<file path="src/rtl/bus_grant_arbiter_if.sv">
// Request/grant bundle between bus sources and the round-robin arbiter.
interface bus_grant_arbiter_if #(
  parameter int N = 32
);
  logic [N-1:0] req;
  logic         done;
  logic [N-1:0] grant;
  logic         busy;
  logic         timeout;

  modport master (
    output req,
    output done,
    input  grant,
    input  busy,
    input  timeout
  );

  modport slave (
    input  req,
    input  done,
    output grant,
    output busy,
    output timeout
  );
endinterface

</file>
<file path="src/rtl/bus_grant_arbiter.sv">
// Round-robin bus arbiter: registered grant that is always all-zero or one-hot,
// held until done, request drop, or MAX_HOLD expiry, with one turnaround cycle.
module bus_grant_arbiter #(
  parameter int N        = 32,
  parameter int MAX_HOLD = 16
) (
  input  logic                clk,
  input  logic                clr,
  bus_grant_arbiter_if.slave  bus
);
  localparam int PW = $clog2(N);
  localparam int CW = $clog2(MAX_HOLD);

  typedef enum logic [1:0] {
    IDLE  = 2'd0,
    GRANT = 2'd1,
    GAP   = 2'd2
  } state_t;

  state_t          state_q;
  logic [PW-1:0]   last_q;
  logic [CW-1:0]   cnt_q;
  logic [N-1:0]    grant_q;
  logic            busy_q;
  logic            timeout_q;

  logic [PW-1:0]   winner_s;
  logic            found_s;
  logic            rel_norm_s;
  logic            expire_s;

  // First set request at or above last+1, wrapping modulo N; MSB flags a hit.
  function automatic logic [PW:0] rr_pick(input logic [N-1:0] r, input logic [PW-1:0] last);
    logic          found;
    logic [PW-1:0] win;
    logic [PW-1:0] idx_v;
    found = 1'b0;
    win   = {PW{1'b0}};
    for (int i = 0; i < N; i++) begin
      idx_v = PW'((int'(last) + 1 + i) % N);
      if (r[idx_v] && !found) begin
        found = 1'b1;
        win   = idx_v;
      end else begin
        win   = win;
      end
    end
    return {found, win};
  endfunction

  // Winner search and release conditions for the current owner.
  always_comb begin
    {found_s, winner_s} = rr_pick(bus.req, last_q);
    rel_norm_s          = bus.done | ~bus.req[last_q];
    expire_s            = (cnt_q == CW'(MAX_HOLD - 1));
  end

  // Arbiter FSM with registered grant, busy and timeout.
  always_ff @(posedge clk or posedge clr) begin
    if (clr) begin
      state_q   <= IDLE;
      last_q    <= PW'(N - 1);
      cnt_q     <= {CW{1'b0}};
      grant_q   <= {N{1'b0}};
      busy_q    <= 1'b0;
      timeout_q <= 1'b0;
    end else begin
      timeout_q <= 1'b0;
      case (state_q)
        IDLE: begin
          if (found_s) begin
            grant_q <= {{(N-1){1'b0}}, 1'b1} << winner_s;
            busy_q  <= 1'b1;
            last_q  <= winner_s;
            cnt_q   <= {CW{1'b0}};
            state_q <= GRANT;
          end else begin
            grant_q <= {N{1'b0}};
            busy_q  <= 1'b0;
          end
        end
        GRANT: begin
          if (rel_norm_s || expire_s) begin
            grant_q   <= {N{1'b0}};
            busy_q    <= 1'b0;
            // Expiry only reports a timeout when it is the sole reason to release.
            timeout_q <= ~rel_norm_s;
            state_q   <= GAP;
          end else begin
            cnt_q <= cnt_q + CW'(1);
          end
        end
        GAP: begin
          grant_q <= {N{1'b0}};
          busy_q  <= 1'b0;
          state_q <= IDLE;
        end
        default: begin
          grant_q <= {N{1'b0}};
          busy_q  <= 1'b0;
          state_q <= IDLE;
        end
      endcase
    end
  end

  assign bus.grant   = grant_q;
  assign bus.busy    = busy_q;
  assign bus.timeout = timeout_q;
endmodule
</file>
<file path="src/flat_wrapper.sv">
// flat-port wrapper written by rule: the top's interface ports become plain ports
module bus_grant_arbiter_flat 
#(
  parameter int N        = 32,
  parameter int MAX_HOLD = 16
)
  (clk, clr, bus_req, bus_done, bus_grant, bus_busy, bus_timeout);
  bus_grant_arbiter_if #(.N(N)) bus_i ();
  input  logic clk;
  input  logic clr;
  input wire logic [$bits(bus_i.req)-1:0] bus_req;
  input wire logic [$bits(bus_i.done)-1:0] bus_done;
  output wire logic [$bits(bus_i.grant)-1:0] bus_grant;
  output wire logic [$bits(bus_i.busy)-1:0] bus_busy;
  output wire logic [$bits(bus_i.timeout)-1:0] bus_timeout;
  assign bus_i.req = bus_req;
  assign bus_i.done = bus_done;
  assign bus_grant = bus_i.grant;
  assign bus_busy = bus_i.busy;
  assign bus_timeout = bus_i.timeout;
  bus_grant_arbiter #(.N(N), .MAX_HOLD(MAX_HOLD)) u_core (.clk(clk), .clr(clr), .bus(bus_i));
endmodule
</file>
<file path="config.mk">
export PLATFORM = sky130hd
export DESIGN_NAME = bus_grant_arbiter_flat
export DESIGN_NICKNAME = d
export VERILOG_FILES = /design/src/rtl/bus_grant_arbiter_if.sv /design/src/rtl/bus_grant_arbiter.sv /design/src/flat_wrapper.sv
export SDC_FILE = /design/constraint.sdc
export NUM_CORES = 1
export LEC_CHECK = 0
export CAP_MARGIN = 10
export CORE_MARGIN = 3
export CORE_UTILIZATION = 55
export DETAILED_ROUTE_END_ITERATION = 7
export PLACE_DENSITY_LB_ADDON = 0.1
export SYNTH_ARGS = -nofsm -noshare
export SYNTH_HDL_FRONTEND = slang
export SYNTH_SLANG_ARGS = --single-unit
</file>
<file path="constraint.sdc">
create_clock -name clk -period 6.25 [get_ports clk]
set_input_delay 1.25 -clock clk [delete_from_list [all_inputs] [get_ports clk]]
set_output_delay 1.25 -clock clk [all_outputs]
set_load 0.05 [all_outputs]
</file>
==> impl_results.md, run 1 <==
- Status: finished clean
- Clock skew: 5.762 ps
- WS Path Type: register to register
- Remaining antenna violation count: 0
- CP top delay family: simple AND/OR/NAND/NOR gates
- Syn_nets: 1040
- CP Data Required Time: around 6500 ps
- Remaining DRCs: 0
- Largest cells by area after synthesis: mux4_2 13%, dfrtp_1 12%, mux2i_1 5.3%, nand2_1 4.1%, o21ai_0 3.9%
- Synth cell types: 95
- Worst-Margin Slew: 1132 ps
- Port Buf Inserts: just under 70
- Relative slew margins: about a quarter
- Die width: ~130 µm
- Antenna cell count: 0
- Final #Nets: around 1100
- Number of synthesized flops with an enable pin: 0
- FF-to-FF setup slack: 220 ps
- Die height: 127.8 µm
- Fin cells: 1283
- Tcrit/Tclk final: 96.51%
- Critical-path cell list: buf_4 > ha_4 > buf_4 > o21ai_0 > mux2i_1 > xnor2_1 > a21oi_1 > o21ai_1 > buf_4 > nand2_1 > nor4_4 > buf_12 > nand2_1 > buf_4 > nor2_1 > a211oi_1 > a21o_1 > nor2_1 > and2_1 > a32o_1
- CTS buffer count: 5
- I/O Pins: 69
- Layout cells sized above 1: 20.22%
- Dpl cells: around 1300
- Vias per cell: 7.531
- Fin Setup TNS: 0 ps
- Fill cells: 1209
- # rows: 43
- Worst Path Arrival: around 6300 ps
- CTS Hold Bufs: 0
- Max Transition Viols Final: 0
- Async SR Flop Fraction: 100.0%
- Starting Density: around 57%
- Final WL: 33610 µm
- Final setup fails: 0
- Wirelength per Cell: between 20 and 30 µm
- Crit-path max FO: 19
- DRT Pass-1 Iters: 6
- Root Buffer: clkbuf_16
- Gr busiest metal: met2
- Multi-input gate area: 0.006704 mm²
- Ys flop type: dfrtp_1
- Register area share after synthesis: between 10% and 20%
- Worst setup path startpoint: u_core.last_q[1]
- Synthesized instance count: 997
- Synth warn: 0
- Reg-to-Reg End: u_core.bus.grant[1]
- Worst hold slack: 475.0 ps
- Clock Path Buffers: 2
- Critical path buffers and inverters: 5
- Critical Path Start Type: register
- Crit path time final: 6032 ps
- Register Area: 0.001132 mm²
- Largest net degree at the start of global routing: 59
- Register-to-Register Path Depth: 20
- Iter 0 DRT Violations: 1422
- Post-Syn Area: 0.008153 mm²
- Gr usage total: 40.16%
- TritonCTS clock tree: built
- Clock sink count: 45
- GR Util met2: 58.72%
- Routability congestion estimate: 1.091
- Vias in the first global route: between 8000 and 9000
- Crit-path slowest cell: xnor2_1
- Grt ovf: 0
- Fmax: 0.1658 GHz
- Min-Delay Path Class: register to register
- RSZ-0062 raised after global routing: false
- WHS Path Cells: 2
- Via count: 9662
- Yosys reg bits: 45
- Syn_area_per_cell: 8.177 µm²
- Post-detail-place hpwl: 26030 µm
- Final Hold Vio Count: 0
- Crit end category: register
- Initial antenna violation count: 1
- Synthesis-to-finish area growth: 19.80%
- Hold path endpoint: u_core.bus.busy
- Yosys top cell area share: a little over an eighth
- Met1 Use GR: 55.07%
- Reg-to-Reg Start: u_core.last_q[1]
- Area of the die: 0.01632 mm²
- HP Start: u_core.bus.busy
- Worst-skew pair later-pin latency: a little under 300 ps
- Largest area contributor in the netlist: mux4_2
- Worst-path clk slew: roughly 70 ps
- Met3 GRT Util: about 11%
- CP peak stage delay: 900 ps
- Max Cap Viol: 0
- Most used cell, CP: buf_4
- Global-route wire length before repair: 51430 µm
- Core Area: 0.01420 mm²
- H-tree depth reported by CTS: 2
[routing by layer]
| metal | vias up | share of wire (%) |
|---|---|---|
| met1 | 4593 | 38 |
| li1 | 4170 | - |
| met5 | - | 0.021 |
| met3 | 156 | 13 |
| met2 | 741 | 43 |
| met4 | 2 | 6.3 |
[worst max-delay path by stage]
stage | endpoint | slack (ps) | cells past startpoint
CTS | u_core.bus.grant[22] | 150 | 15
global placement | u_core.bus.grant[20] | 110 | 13
detailed placement | u_core.bus.grant[18] | 10 | 13
floorplan | u_core.bus.grant[31] | 360 | 22
finish | u_core.bus.grant[1] | 220 | 20
global route | u_core.bus.grant[4] | 20 | 16
[cell type report]
class	count	area share, %
multi-input combinational	860	68.64
timing repair buffer	162	14.40
sequential	45	11.59
tap	180	2.306
clock buffer	5	1.281
inverter	28	1.076
clock inverter	3	0.7046
[flip-flops by register name (all words and copies together) (netlist names)]
register	count
u_core.bus.busy	1
u_core.bus.grant	32
u_core.bus.timeout	1
u_core.cnt_q	4
u_core.last_q	5
u_core.state_q	2
[worst register-to-register path, cell delays in order (launching register included)]
cell,delay (ps)
dfstp_2,540
buf_4,300
ha_4,330
buf_4,220
o21ai_0,200
mux2i_1,160
xnor2_1,900
a21oi_1,300
o21ai_1,210
buf_4,200
nand2_1,120
nor4_4,370
buf_12,190
nand2_1,80
buf_4,180
nor2_1,310
a211oi_1,150
a21o_1,230
nor2_1,340
and2_1,410
a32o_1,220
[through the flow]
step	utilization, %	instance area, µm²	setup WS [ps]
2_1_floorplan	-	8153	363.6
3_3_place_gp	66.86	9497	112.6
3_5_place_dp	66.86	9497	9.779
4_1_cts	68.23	9691	151.8
5_1_grt	68.76	9767	24.97
6_report	68.76	9767	217.9
[synth_stat cells, types with 6 or more instances]
cell type / instances
xnor2_1: 22
and3_1: 7
clkbuf_1: 32
o2111ai_1: 9
dfrtp_1: 40
a32o_1: 14
buf_2: 18
o31ai_1: 8
a2111oi_0: 6
a21oi_1: 58
buf_1: 6
nor4_1: 10
o21ai_0: 63
a211o_1: 7
ha_1: 8
or3_1: 7
mux2_2: 20
and2_1: 20
nand4_1: 25
o22ai_1: 10
o31a_1: 7
a31oi_1: 14
nand3_1: 35
nand3b_1: 6
buf_4: 6
nand2_1: 88
xor2_1: 8
o21ai_1: 10
a211oi_1: 13
mux2_1: 8
a22o_1: 22
nor2_1: 78
o211ai_1: 15
nand2b_1: 13
inv_1: 24
a22oi_1: 8
mux4_2: 48
nor3_1: 24
mux2i_1: 43
[layout by cell type, fill, tap and decap left out, types with 22 or more instances in the layout]
cell and instances:
nand4_1 25, mux2i_1 43, nand2_1 88, a21oi_1 58, buf_4 91, inv_1 23, mux4_2 48, o21ai_0 63
dfrtp_1 40, a22o_1 22, nand3_1 35, nor2_1 77, clkdlybuf4s50_1 68, nor3_1 24
[cell families (layout without fill, tap and decap cells)]
logic type | after synthesis | after routing | synth area share (%)
muxes | 119 | 119 | 22.41
xor gates and xnor gates | 34 | 34 | 4.404
AOI/OAI and AO/OA | 333 | 333 | 28.62
buffers and inverters | 92 | 198 | 4.972
DFF | 45 | 45 | 13.89
adders and majority gates | 8 | 8 | 1.228
and+or+nand+nor | 366 | 366 | 24.48
[repair_timing]
action,CTS,global route
setup endpoints to repair,0,34
gates resized for setup,0,12
buffers inserted,0,1
endpoints found under the hold margin,0,0
Power of run 1 is left out: the tool's default activity adds up to more than one toggle a clock period on the data nets, which glitch-free logic cannot reach.
==> run 2: changes to the inputs <==
Settings changed: REMOVE_ABC_BUFFERS set to 1.
==> run 2 against run 1 <==
- final area grew 1.4%
- worst hold slack worse by 4.4 ps
- maximum frequency down 0.82%
==> impl_results.md, run 2 (synthesis results as in run 1) <==
- Register Area: 0.001132 mm² (unchanged)
- Relative slew margins: 19.92% (-4.1 points)
- Fmax: 0.1644 GHz (-0.82%)
- Most common cell after layout, fill and taps aside: buf_4
- # rows: 43 (unchanged)
- Vias per cell: 7.492 (-0.51%)
- CP Data Required Time: 6470 ps (about the same)
- Largest net degree at the start of global routing: 55 (-6.8%)
- H-tree depth reported by CTS: 2 (unchanged)
- Final Hold Vio Count: 0 (unchanged)
- Final #Nets: 1170 (+2.2%)
- Via count: 9800 (+1.4%)
- Final setup fails: 0 (unchanged)
- Global-route wire length before repair: 52210 µm (+1.5%)
- Initial antenna violation count: 0 (-1)
- Vias in the first global route: 9090 (+2.0%)
- Root Buffer: clkbuf_16
- HP Start: u_core.bus.busy
- Area of the die: 0.01632 mm² (unchanged)
- Fill cells: 1197 (-0.99%)
- Layout cells sized above 1: 22.07% (+1.9 points)
- DRT met1 WL: 12350 µm (-3.8%)
- DRT Pass-1 Iters: 7 (+1)
- Remaining antenna violation count: 0 (unchanged)
- Gr usage total: 40.88% (+0.72 points)
- Core Area: 0.01420 mm² (unchanged)
- Port Buf Inserts: 68 (unchanged)
- DR WL met3: 4727 µm (+9.3%)
- Synthesis-to-finish area growth: 21.53%
- WS Path Type: register to register
- Worst Path Arrival: 6300 ps (+40 ps)
- Antenna cell count: 0 (unchanged)
- Die width: 127.8 µm (unchanged)
- Reg-to-Reg Start: u_core.last_q[0]
- Post-detail-place hpwl: 26990 µm (+3.7%)
- Most frequent cells in the layout: 119 x buf_4, 88 x nand2_1, 77 x nor2_1, 68 x clkdlybuf4s50_1, 63 x o21ai_0
- Worst setup path startpoint: u_core.last_q[0]
- Buffers inserted by post-CTS timing repair: 0 (unchanged)
- Critical Path Start Type: register
- Routability congestion estimate: 1.173 (+7.6%)
- I/O Pins: 69 (unchanged)
- Design Area, Final: 0.009908 mm² (+1.4%)
- Crit end category: register
- FF-to-FF setup slack: 170 ps (-50 ps)
- Met2 routed WL: 14560 µm (+1.6%)
- Final WL: 34270 µm (+2.0%)
- Multi-input gate area: 0.006704 mm² (unchanged)
- Remaining DRCs: 0 (unchanged)
- Post-Place Setup Slack: 26.82 ps (+17.04 ps)
- Placed Area: 0.009679 mm² (+1.9%)
- Post-route setup slack: 167.7 ps (-50.18 ps)
- Max Transition Viols Final: 0 (unchanged)
- Iter 0 DRT Violations: 1558 (+9.6%)
- Clock sink count: 45 (unchanged)
- Wirelength per Cell: 26.20 µm (about the same)
- Crit-path max FO: 54 (+35)
- CTS buffer count: 5 (unchanged)
- Tcrit/Tclk final: 97.32% (+0.80 points)
- Grt ovf: 0 (unchanged)
- Starting Density: 57.40% (unchanged)
- Status: finished clean
- Worst-path clk slew: 60 ps (about the same)
- CTS Hold Bufs: 0 (unchanged)
- Worst-skew pair later-pin latency: 290 ps (about the same)
- DR top layer: met4
- Crit path time final: 6082 ps (+50.18 ps)
- Clock skew: 6.037 ps (+0.2758 ps)
- Die height: 127.8 µm (unchanged)
- Number of flip-flops in the largest register: 32 (unchanged)
- Clock Path Buffers: 2 (unchanged)
- Worst-Margin Slew: 1201 ps (+69.67 ps)
- RSZ-0062 raised after global routing: false
- Min-Delay Path Class: register to register
- Max Cap Viol: 0 (unchanged)
- TritonCTS clock tree: built
## run 2: critical path: stages (launching register included)
cell and delay [ps]:
dfstp_2 580, buf_4 580, a21boi_1 190, mux2i_1 160, buf_4 170, xnor2_1 660, a21oi_1 160, o21ai_0 460
o21ai_0 410, buf_4 300, or2_2 360, nor2_1 140, o21ai_0 110, a211o_1 340, a21oi_1 430, nor2_1 240
nor3_4 450, a32o_1 260
## run 2: per-layer routing
metal	up-vias	global-route usage, %
met3	201	10.00
li1	4230	-
met5	-	0
met2	792	64.14
met1	4577	51.29
met4	0	23.53
## run 2: final timing paths
kind | to | cells after the start
setup / recovery | u_core.bus.grant[18] | 17
hold / removal | u_core.bus.busy | 2
setup reg to reg | u_core.bus.grant[18] | 17
hold reg to reg | u_core.bus.busy | 2
max in group asynchronous | u_core.bus.grant[24] | 3
min in group asynchronous | u_core.bus.timeout | 3
## run 2: per-stage QoR
| stage | TNS [ps] | utilization (%) | hold slack [ps] | std cells |
|---|---|---|---|---|
| floorplan | -95810 | - | 470.5 | 933 |
| global placement | 0 | 68.15 | 460.2 | 1300 |
| detailed placement | 0 | 68.15 | 463.5 | 1300 |
| CTS | 0 | 69.35 | 477.8 | 1308 |
| global route | 0 | 69.76 | 504.1 | 1308 |
| finish | 0 | 69.76 | 470.5 | 1308 |
## run 2: area by class of cell
type | count | share of cell area (%)
Multi-Input combinational cell | 860 | 67.66
Timing Repair Buffer | 187 | 15.89
Sequential cell | 45 | 11.43
Tap cell | 180 | 2.273
Clock buffer | 6 | 1.301
Inverter | 28 | 1.099
Clock inverter | 2 | 0.3536
## run 2: repair_timing
action,4_1_cts,5_1_grt
setup endpoints to repair,1,32
resized for setup,1,11
pin swaps,0,0
Power of run 2 is left out for the same reason.
